<file path="config.mk">
export PLATFORM = sky130hd
export DESIGN_NAME = regfile_write_queue
export DESIGN_NICKNAME = d
export VERILOG_FILES = /design/src/rtl/regfile_pkg.sv /design/src/rtl/wq_bypass_match.sv /design/src/rtl/regfile_write_queue.sv
export SDC_FILE = /design/constraint.sdc
export NUM_CORES = 1
export LEC_CHECK = 0
export CELL_PAD_IN_SITES_DETAIL_PLACEMENT = 0
export CELL_PAD_IN_SITES_GLOBAL_PLACEMENT = 1
export CORE_ASPECT_RATIO = 1.5
export CORE_MARGIN = 2
export CORE_UTILIZATION = 45
export CTS_BUF_LIST = sky130_fd_sc_hd__clkbuf_16
export CTS_CLUSTER_SIZE = 30
export DETAILED_ROUTE_END_ITERATION = 7
export PLACE_DENSITY = 0.88
export SYNTH_ARGS = -nofsm -noshare
export SYNTH_HDL_FRONTEND = slang
export SYNTH_SLANG_ARGS = --single-unit
</file>
<file path="constraint.sdc">
create_clock -name clk -period 6.6 [get_ports clk]
set_clock_uncertainty 0.1 [all_clocks]
set_input_delay 0.99 -clock clk [delete_from_list [all_inputs] [get_ports clk]]
set_output_delay 0.99 -clock clk [all_outputs]
set_load 0.03 [all_outputs]
</file>
<file path="src/rtl/regfile_pkg.sv">
`default_nettype none
// +--------------------------------------------------------------------+
// | regfile_pkg: shared register-file widths and write-queue entry type |
// | Revision: 1.0                                                       |
// +--------------------------------------------------------------------+
package regfile_pkg;

   localparam int DATA_W   = 32;
   localparam int ADDR_W   = 5;
   localparam int NUM_REGS = 5;

   typedef struct packed {
      logic [ADDR_W-1:0] addr;
      logic [DATA_W-1:0] data;
   } wq_entry_t;

endpackage
`default_nettype wire

</file>
<file path="src/rtl/wq_bypass_match.sv">
`default_nettype none
// +--------------------------------------------------------------------+
// | wq_bypass_match: youngest-match search over the pending writes      |
// | Revision: 1.0                                                       |
// +--------------------------------------------------------------------+
module wq_bypass_match
   import regfile_pkg::*;
#(
   parameter  int DEPTH = 4,
   localparam int PTR_W = $clog2(DEPTH)
) (
   input  wq_entry_t         entries [DEPTH],
   input  logic [PTR_W-1:0]  head,
   input  logic [PTR_W:0]    count,
   input  logic [ADDR_W-1:0] addr,
   output logic              hit,
   output logic [DATA_W-1:0] data
);

   logic [PTR_W-1:0] idx;

   // Walk oldest to youngest so the last match found is the youngest.
   always_comb begin
      hit  = 1'b0;
      data = '0;
      idx  = '0;
      for (int i = 0; i < DEPTH; i++) begin
         idx = head + PTR_W'(i);
         if (((PTR_W+1)'(i) < count) && (entries[idx].addr == addr)) begin
            hit  = 1'b1;
            data = entries[idx].data;
         end
      end
   end

endmodule
`default_nettype wire

</file>
<file path="src/rtl/regfile_write_queue.sv">
`default_nettype none
// +--------------------------------------------------------------------+
// | regfile_write_queue: buffered register-file write port with bypass  |
// | Revision: 1.0                                                       |
// +--------------------------------------------------------------------+
module regfile_write_queue
   import regfile_pkg::*;
#(
   parameter int DEPTH    = 4,
   parameter int NUM_REGS = regfile_pkg::NUM_REGS,
   parameter int DATA_W   = regfile_pkg::DATA_W,
   parameter int ADDR_W   = regfile_pkg::ADDR_W
) (
   input  logic              clk,
   input  logic              rst,
   input  logic              wr_valid,
   output logic              wr_ready,
   input  logic [ADDR_W-1:0] wr_addr,
   input  logic [DATA_W-1:0] wr_data,
   input  logic              rf_hold,
   output logic              rf_rw,
   output logic [ADDR_W-1:0] rf_rd,
   output logic [DATA_W-1:0] rf_wdata,
   input  logic [ADDR_W-1:0] rs,
   input  logic [ADDR_W-1:0] rt,
   output logic              byp_hit_rs,
   output logic              byp_hit_rt,
   output logic [DATA_W-1:0] byp_data_rs,
   output logic [DATA_W-1:0] byp_data_rt,
   output logic              empty,
   output logic [7:0]        drop_count
);

   localparam int PTR_W = $clog2(DEPTH);

   wq_entry_t        mem [DEPTH];
   logic [PTR_W-1:0] head;
   logic [PTR_W-1:0] tail;
   logic [PTR_W:0]   count;

   logic accept;
   logic in_range;
   logic push;
   logic pop;

   assign empty    = (count == '0);
   assign wr_ready = (count < (PTR_W+1)'(DEPTH));
   assign accept   = wr_valid && wr_ready;
   assign in_range = (wr_addr < ADDR_W'(NUM_REGS));
   assign push     = accept && in_range;

   // Reset overrides drain, so the register file never sees a write on a reset edge.
   assign rf_rw    = !empty && !rf_hold && !rst;
   assign pop      = rf_rw;
   assign rf_rd    = empty ? '0 : mem[head].addr;
   assign rf_wdata = empty ? '0 : mem[head].data;

   always_ff @(posedge clk) begin
      if (rst) begin
         head       <= '0;
         tail       <= '0;
         count      <= '0;
         drop_count <= '0;
      end else begin
         if (push) begin
            tail <= tail + 1'b1;
         end
         if (pop) begin
            head <= head + 1'b1;
         end
         case ({push, pop})
            2'b10:   count <= count + 1'b1;
            2'b01:   count <= count - 1'b1;
            default: count <= count;
         endcase
         if (accept && !in_range && (drop_count != 8'hFF)) begin
            drop_count <= drop_count + 8'd1;
         end
      end
   end

   // Entry storage needs no reset: only slots inside head..count are ever observed.
   always_ff @(posedge clk) begin
      if (!rst && push) begin
         mem[tail] <= '{addr: wr_addr, data: wr_data};
      end
   end

   wq_bypass_match #(.DEPTH(DEPTH)) u_match_rs (
      .entries (mem),
      .head    (head),
      .count   (count),
      .addr    (rs),
      .hit     (byp_hit_rs),
      .data    (byp_data_rs)
   );

   wq_bypass_match #(.DEPTH(DEPTH)) u_match_rt (
      .entries (mem),
      .head    (head),
      .count   (count),
      .addr    (rt),
      .hit     (byp_hit_rt),
      .data    (byp_data_rt)
   );

endmodule
`default_nettype wire

</file>
==> results.ini, run 1 <==
[outcome]
status=complete, no violations

[sta]
setup_tns_ps=0
setup_viols_final=0
worst_slew_pin_slew_ps=1130
rsz0062_at_grt=no
worst_hold_slack_ps=459
maxSlewHeadroom_pct=24.4
report.final.slew_viol_count=0
number_of_hold_violations_in_the_final_report=0
fmaxAchievable_mhz=170
period_share_pct=89.1
period_needed_ps=5880

[grt]
antenna_found_initial=5
global_route.overflow_total=0
grt_start_max_net_pins=78
grt_usage_pct=23.9
grt_first_pass_wirelength_mm=48.2
first_global_vias=8857

[cts]
tritoncts=built
clk_pin_slew_ps=60
cts.hold.buffers_added=0
cts_root_buf=clkbuf_16
maximum_number_of_buffers_from_clock_root_to_sink=2
cts_resized=0
cts_setup_buffers=0
insertion_delay_ps=430
clock-sinks=163
htreeDepth=4
tritoncts.num_buffers=17

[critical_path]
timing_worst_setup_path_type=reg -> out
worst_setup_start_kind=register
critical_path.reg2reg.startpoint=count[1]$_SDFFE_PP0P_
setup.worst_path.start=head[1]$_SDFFE_PP0P_
largest_driver_fanout_on_the_critical_path=77
worst_path_largest_cell_delay_ps=980
critical_path_required_ps=5510
regToRegSetupSlack_ps=3860
ordered_cell_list_for_the_critical_path=mux4_2 > xnor2_1 > and4_1 > o21ai_1 > nand2_1 > o221ai_1 > clkdlybuf4s50_1
critical-path-slowest-cell=dfxtp_4
critical_path_arrival_ps=4790
element_type_at_the_critical_path_end=primary output

[worst_hold_path]
hold_path_class=reg -> reg
hold_path.startpoint=drop_count[1]$_SDFFE_PP0P_

[pwr]
irDropWorstVdd_v=0.000122
pwr_density_cell_nw_per_um2=195
power_frac_clock_pct=34.4
power.share.sequential_pct=43.2
power_frac_comb_pct=22.4
power_switching_mw=0.728
switching_share_pct=27.2
p_leak_nw=4.69
power.internal_mw=1.95

[floorplanning]
num_io_pins=165
core-area_um2=25000
die_w_um=134
start_util_pct=45.5
std_cell_rows=71
die_area_um2=26500
die_h_um=198

[yosys]
yosys_warnings=0
ys_types=52
seq_area_frac_synth_pct=41.8
mappedNetlistNets=996
post_synth_instance_area_um2=11300
ys.flop_type=edfxtp_1
syn_inst=935
syn-mean-instance-area_um2=12.1
synth_edf_count=148
postSynth.asyncResetShare_pct=0
synth.ff_latch_count=163

[finish]
mostFrequentLayoutCell=clkdlybuf4s50_1
nets=1119
layout-drive-gt1-share_pct=17.1
n_fill_cell=2085
mostFrequentLayoutCells=clkdlybuf4s50_1 (164), edfxtp_1 (148), mux2i_1 (108), nand2_1 (98), mux4_2 (82)
flow.area_growth_from_synthesis_pct=21.2

[place]
gp_routability_congestion=0.906
placement.io_buffers=164
place_hpwl_mm=21.9

[route]
drt_pass1_iterations=5
first_iter_violations=550
antenna_violating_nets_post_route=0
highest-signal-layer=met5
drc=0
routedLengthMet1_mm=11.2
wl_per_cell_um=22.3
met2_length_mm=16.9
wirelength_mm=31.2
dr_total_vias=8595
wl_met3_mm=1.50
vias_per_cell=6.15

[job]
cap_violations=0

## critical path, delay by kind of cell (launching register included)
kind	cells	cell delay, ps
multiplexers	1	670
AND/OR/NAND/NOR	2	940
XOR/XNOR	1	170
flip-flops	1	980
buffers and inverters	1	770
AO/OA/AOI/OAI	2	780
## synth_stat cells (all sizes together) (2+ instances only)
cell type / number / area (µm²)
a211oi: 6 / 45.0
a21o: 2 / 15.0
a21oi: 38 / 198
a311oi: 3 / 32.5
and2: 4 / 25.0
and3: 5 / 31.3
buf: 45 / 263
clkbuf: 34 / 128
dfxtp: 15 / 300
edfxtp: 148 / 4440
ha: 10 / 125
inv: 8 / 30.0
mux2: 31 / 349
mux2i: 111 / 1140
mux4: 82 / 1850
nand2: 98 / 368
nand3: 11 / 55.1
nand4: 7 / 43.8
nor2: 47 / 176
nor2b: 38 / 238
nor3: 9 / 45.0
o211ai: 4 / 30.0
o21ai: 36 / 180
o221ai: 59 / 517
o22ai: 3 / 18.8
o31ai: 2 / 15.0
or2: 2 / 12.5
or3: 2 / 12.5
or3b: 2 / 17.5
or4: 4 / 33.8
xnor2: 37 / 324
xor2: 21 / 184
## stage by stage
step,std cells,setup slack [ps],power [mW],util (%),area [µm²]
final,1398,721,2.68,55.1,13700
after global routing,1398,527,2.77,55.1,13700
after CTS,1395,724,2.69,55.0,13700
after detailed placement,1367,1110,1.78,52.9,13200
after global placement,1367,1080,1.77,52.9,13200
after floorplan,935,2520,1.59,-,11300
## logic make-up (layout without fill, tap and decap cells)
| kind of cell | Yosys count | after routing | synth area share [%] |
|---|---|---|---|
| fa+ha+maj | 10 | 10 | 1.10 |
| other cells | 0 | 3 | 0 |
| xor+xnor | 58 | 58 | 4.48 |
| mux | 224 | 224 | 29.4 |
| simple gates | 231 | 231 | 9.47 |
| flops | 163 | 163 | 41.8 |
| compound gates | 162 | 162 | 10.0 |
| buf+inv | 87 | 219 | 3.71 |
## power by group through the flow
stage / combinational, mW / sequential [mW] / clock [mW]
after floorplan: 0.429 / 1.16 / 0
after detailed placement: 0.598 / 1.18 / 0
after global placement: 0.596 / 1.18 / 0
after global routing: 0.642 / 1.16 / 0.974
after CTS: 0.601 / 1.16 / 0.933
final: 0.600 / 1.16 / 0.922
## layer usage
metal / vias to the layer above / global-route usage [%]
li1: 3912 / -
met1: 4291 / 25.5
met2: 304 / 44.5
met3: 84 / 3.64
met4: 4 / 13.9
met5: - / 0
## sequential cells by signal, summed over array words and instances (netlist names)
name / cells
tail: 2
drop_count: 8
mem: 148
head: 2
count: 3
## final timing paths
check	endpoint	cells after the start
min	drop_count[1]$_SDFFE_PP0P_	2
min reg2reg	drop_count[1]$_SDFFE_PP0P_	2
max reg2reg	count[2]$_SDFFE_PP0P_	8
max	byp_data_rt[30]	7
## area by class of cell
type	instances	area (µm²)	share of cell area, %
multi-input cells	685	6210	45.2
clock inverters	11	116	0.847
repair buffers	183	1800	13.1
well taps	328	410	2.99
clock buffers	17	425	3.09
diodes	3	7.51	0.0546
inverters	8	30.0	0.218
flip-flops and latches	163	4750	34.6
Power figures use the tool's default switching activity.
==> run 2: changes to the inputs <==
Settings changed: SLEW_MARGIN set to 30.
==> results.ini, run 2 (synthesis gave the netlist of run 1 again) <==
[outcome]
status=complete, no violations

[finish]
mostFrequentLayoutCell=clkdlybuf4s50_1
layout-drive-gt1-share_pct=17.6
nets=1120
final_non_filler_cell_total=1404
mostFrequentLayoutCells=clkdlybuf4s50_1 (164), edfxtp_1 (148), mux2i_1 (108), nand2_1 (97), mux4_2 (82)
top_register=mem
layout_top_registers=mem x148, drop_count x8, count x3
flow.area_growth_from_synthesis_pct=21.8
largest_register_ff_count=148

[grt]
antenna_found_initial=5
grt_usage_pct=23.7
grt_start_max_net_pins=78
first_global_vias=8793
grt_first_pass_wirelength_mm=47.8
global_route.overflow_total=0

[critical_path]
worstSetupPathDepth=8
setup.worst_path.start=head[0]$_SDFFE_PP0P_
largest_driver_fanout_on_the_critical_path=34
critical_path.reg2reg.startpoint=count[0]$_SDFFE_PP0P_
worstReg2RegEnd=count[2]$_SDFFE_PP0P_
regToRegSetupSlack_ps=3860
path_common_cell=mux2i_1
ordered_cell_list_for_the_critical_path=mux2i_1 > xnor2_1 > or4_1 > o22a_2 > buf_4 > mux2i_1 > o221ai_1 > clkdlybuf4s50_1
timing_worst_setup_path_type=reg -> out
cpLargestDelayFamily=buffers and inverters
cp-endpoint=byp_data_rs[30]
critical_path_arrival_ps=4480
element_type_at_the_critical_path_end=primary output
worst_setup_start_kind=register
reg2regPathDepth=8
worst_path_largest_cell_delay_ps=750
critical_path_required_ps=5510
combined_buffer_and_inverter_count_along_the_critical_path=2
critical-path-slowest-cell=dfxtp_4

[floorplanning]
num_io_pins=165
start_util_pct=45.5
die_w_um=134
std_cell_rows=71
core-area_um2=25000
die_area_um2=26500
die_h_um=198

[route]
antenna_violating_nets_post_route=0
wl_per_cell_um=22.2
drt_pass1_iterations=6
drc=0
dr_total_vias=8603
wl_met3_mm=1.47
vias_per_cell=6.13
highest-signal-layer=met5
routedLengthMet1_mm=11.2
wirelength_mm=31.1
met2_length_mm=16.8
first_iter_violations=574

[sta]
maxSlewHeadroom_pct=39.1
worst_slew_pin_slew_ps=909
fmaxAchievable_mhz=180
setup_viols_final=0
period_needed_ps=5570
report.final.slew_viol_count=0
number_of_hold_violations_in_the_final_report=0
rsz0062_at_grt=no
setup_tns_ps=0
worst_hold_slack_ps=461
period_share_pct=84.3

[cts]
maximum_number_of_buffers_from_clock_root_to_sink=2
clk_pin_slew_ps=70
htreeDepth=4
cts.hold.buffers_added=0
cts_setup_buffers=0
insertion_delay_ps=430
cts_resized=0
cts_root_buf=clkbuf_16
clock-sinks=163
tritoncts.num_buffers=17
tritoncts=built

[place]
gp_routability_congestion=0.906
post-place-cells=1367
place_hpwl_mm=21.9
placement.io_buffers=164

[pwr]
p_leak_nw=4.72
irDropWorstVdd_v=0.000120
pwr_density_cell_nw_per_um2=197

[job]
cap_violations=0

[worst_hold_path]
hold_path_class=reg -> reg

## run 2: worst reg2reg max path, cell delays in order, from the launching register on
cell     delay, ps
dfxtp_1        380
inv_1          130
ha_1           160
nor2b_4        320
buf_4          490
nor3_1         150
ha_1           410
or3_1          360
a21oi_1        160
## run 2: layer usage
| layer | vias to the layer above | track usage, % |
|---|---|---|
| met5 | - | 0 |
| met4 | 4 | 14.2 |
| met3 | 84 | 3.39 |
| met2 | 331 | 43.0 |
| met1 | 4262 | 26.1 |
| li1 | 3922 | - |
## run 2: area by class of cell
cell class | count | area [µm²]
clock inverter | 15 | 156
multi-input combinational | 685 | 6220
sequential | 163 | 4750
clock buffer | 17 | 425
inverter | 8 | 30.0
tap | 328 | 410
timing repair buffer | 184 | 1820
antenna | 4 | 10.0
fill | 2089 | 11100
## run 2: how the worst min path moves through the flow
stage,slack (ps),cells after the start,to,startpoint
3_3_place_gp,420,2,drop_count[5]$_SDFFE_PP0P_,drop_count[5]$_SDFFE_PP0P_
6_report,460,2,drop_count[1]$_SDFFE_PP0P_,drop_count[1]$_SDFFE_PP0P_
4_1_cts,460,2,drop_count[1]$_SDFFE_PP0P_,drop_count[1]$_SDFFE_PP0P_
5_1_grt,500,2,tail[1]$_SDFFE_PP0P_,tail[1]$_SDFFE_PP0P_
3_5_place_dp,450,2,drop_count[1]$_SDFFE_PP0P_,drop_count[1]$_SDFFE_PP0P_
2_1_floorplan,420,2,tail[1]$_SDFFE_PP0P_,tail[1]$_SDFFE_PP0P_
## run 2: metrics by stage
step | worst slack [ps] | power, mW | cell area (µm²) | utilization [%]
floorplan | 2520 | 1.59 | 11300 | -
global placement | 1080 | 1.77 | 13200 | 52.9
detailed placement | 1110 | 1.78 | 13200 | 52.9
CTS | 836 | 2.74 | 13800 | 55.2
global route | 880 | 2.83 | 13800 | 55.4
finish | 1030 | 2.73 | 13800 | 55.4
## run 2: where the power goes
part           internal (mW)  total (mW)  leakage (nW)  switching, mW
logic                  0.274       0.603          2.97          0.329
clock network          0.561       0.971         0.290          0.410
registers               1.13        1.15          1.46         0.0221
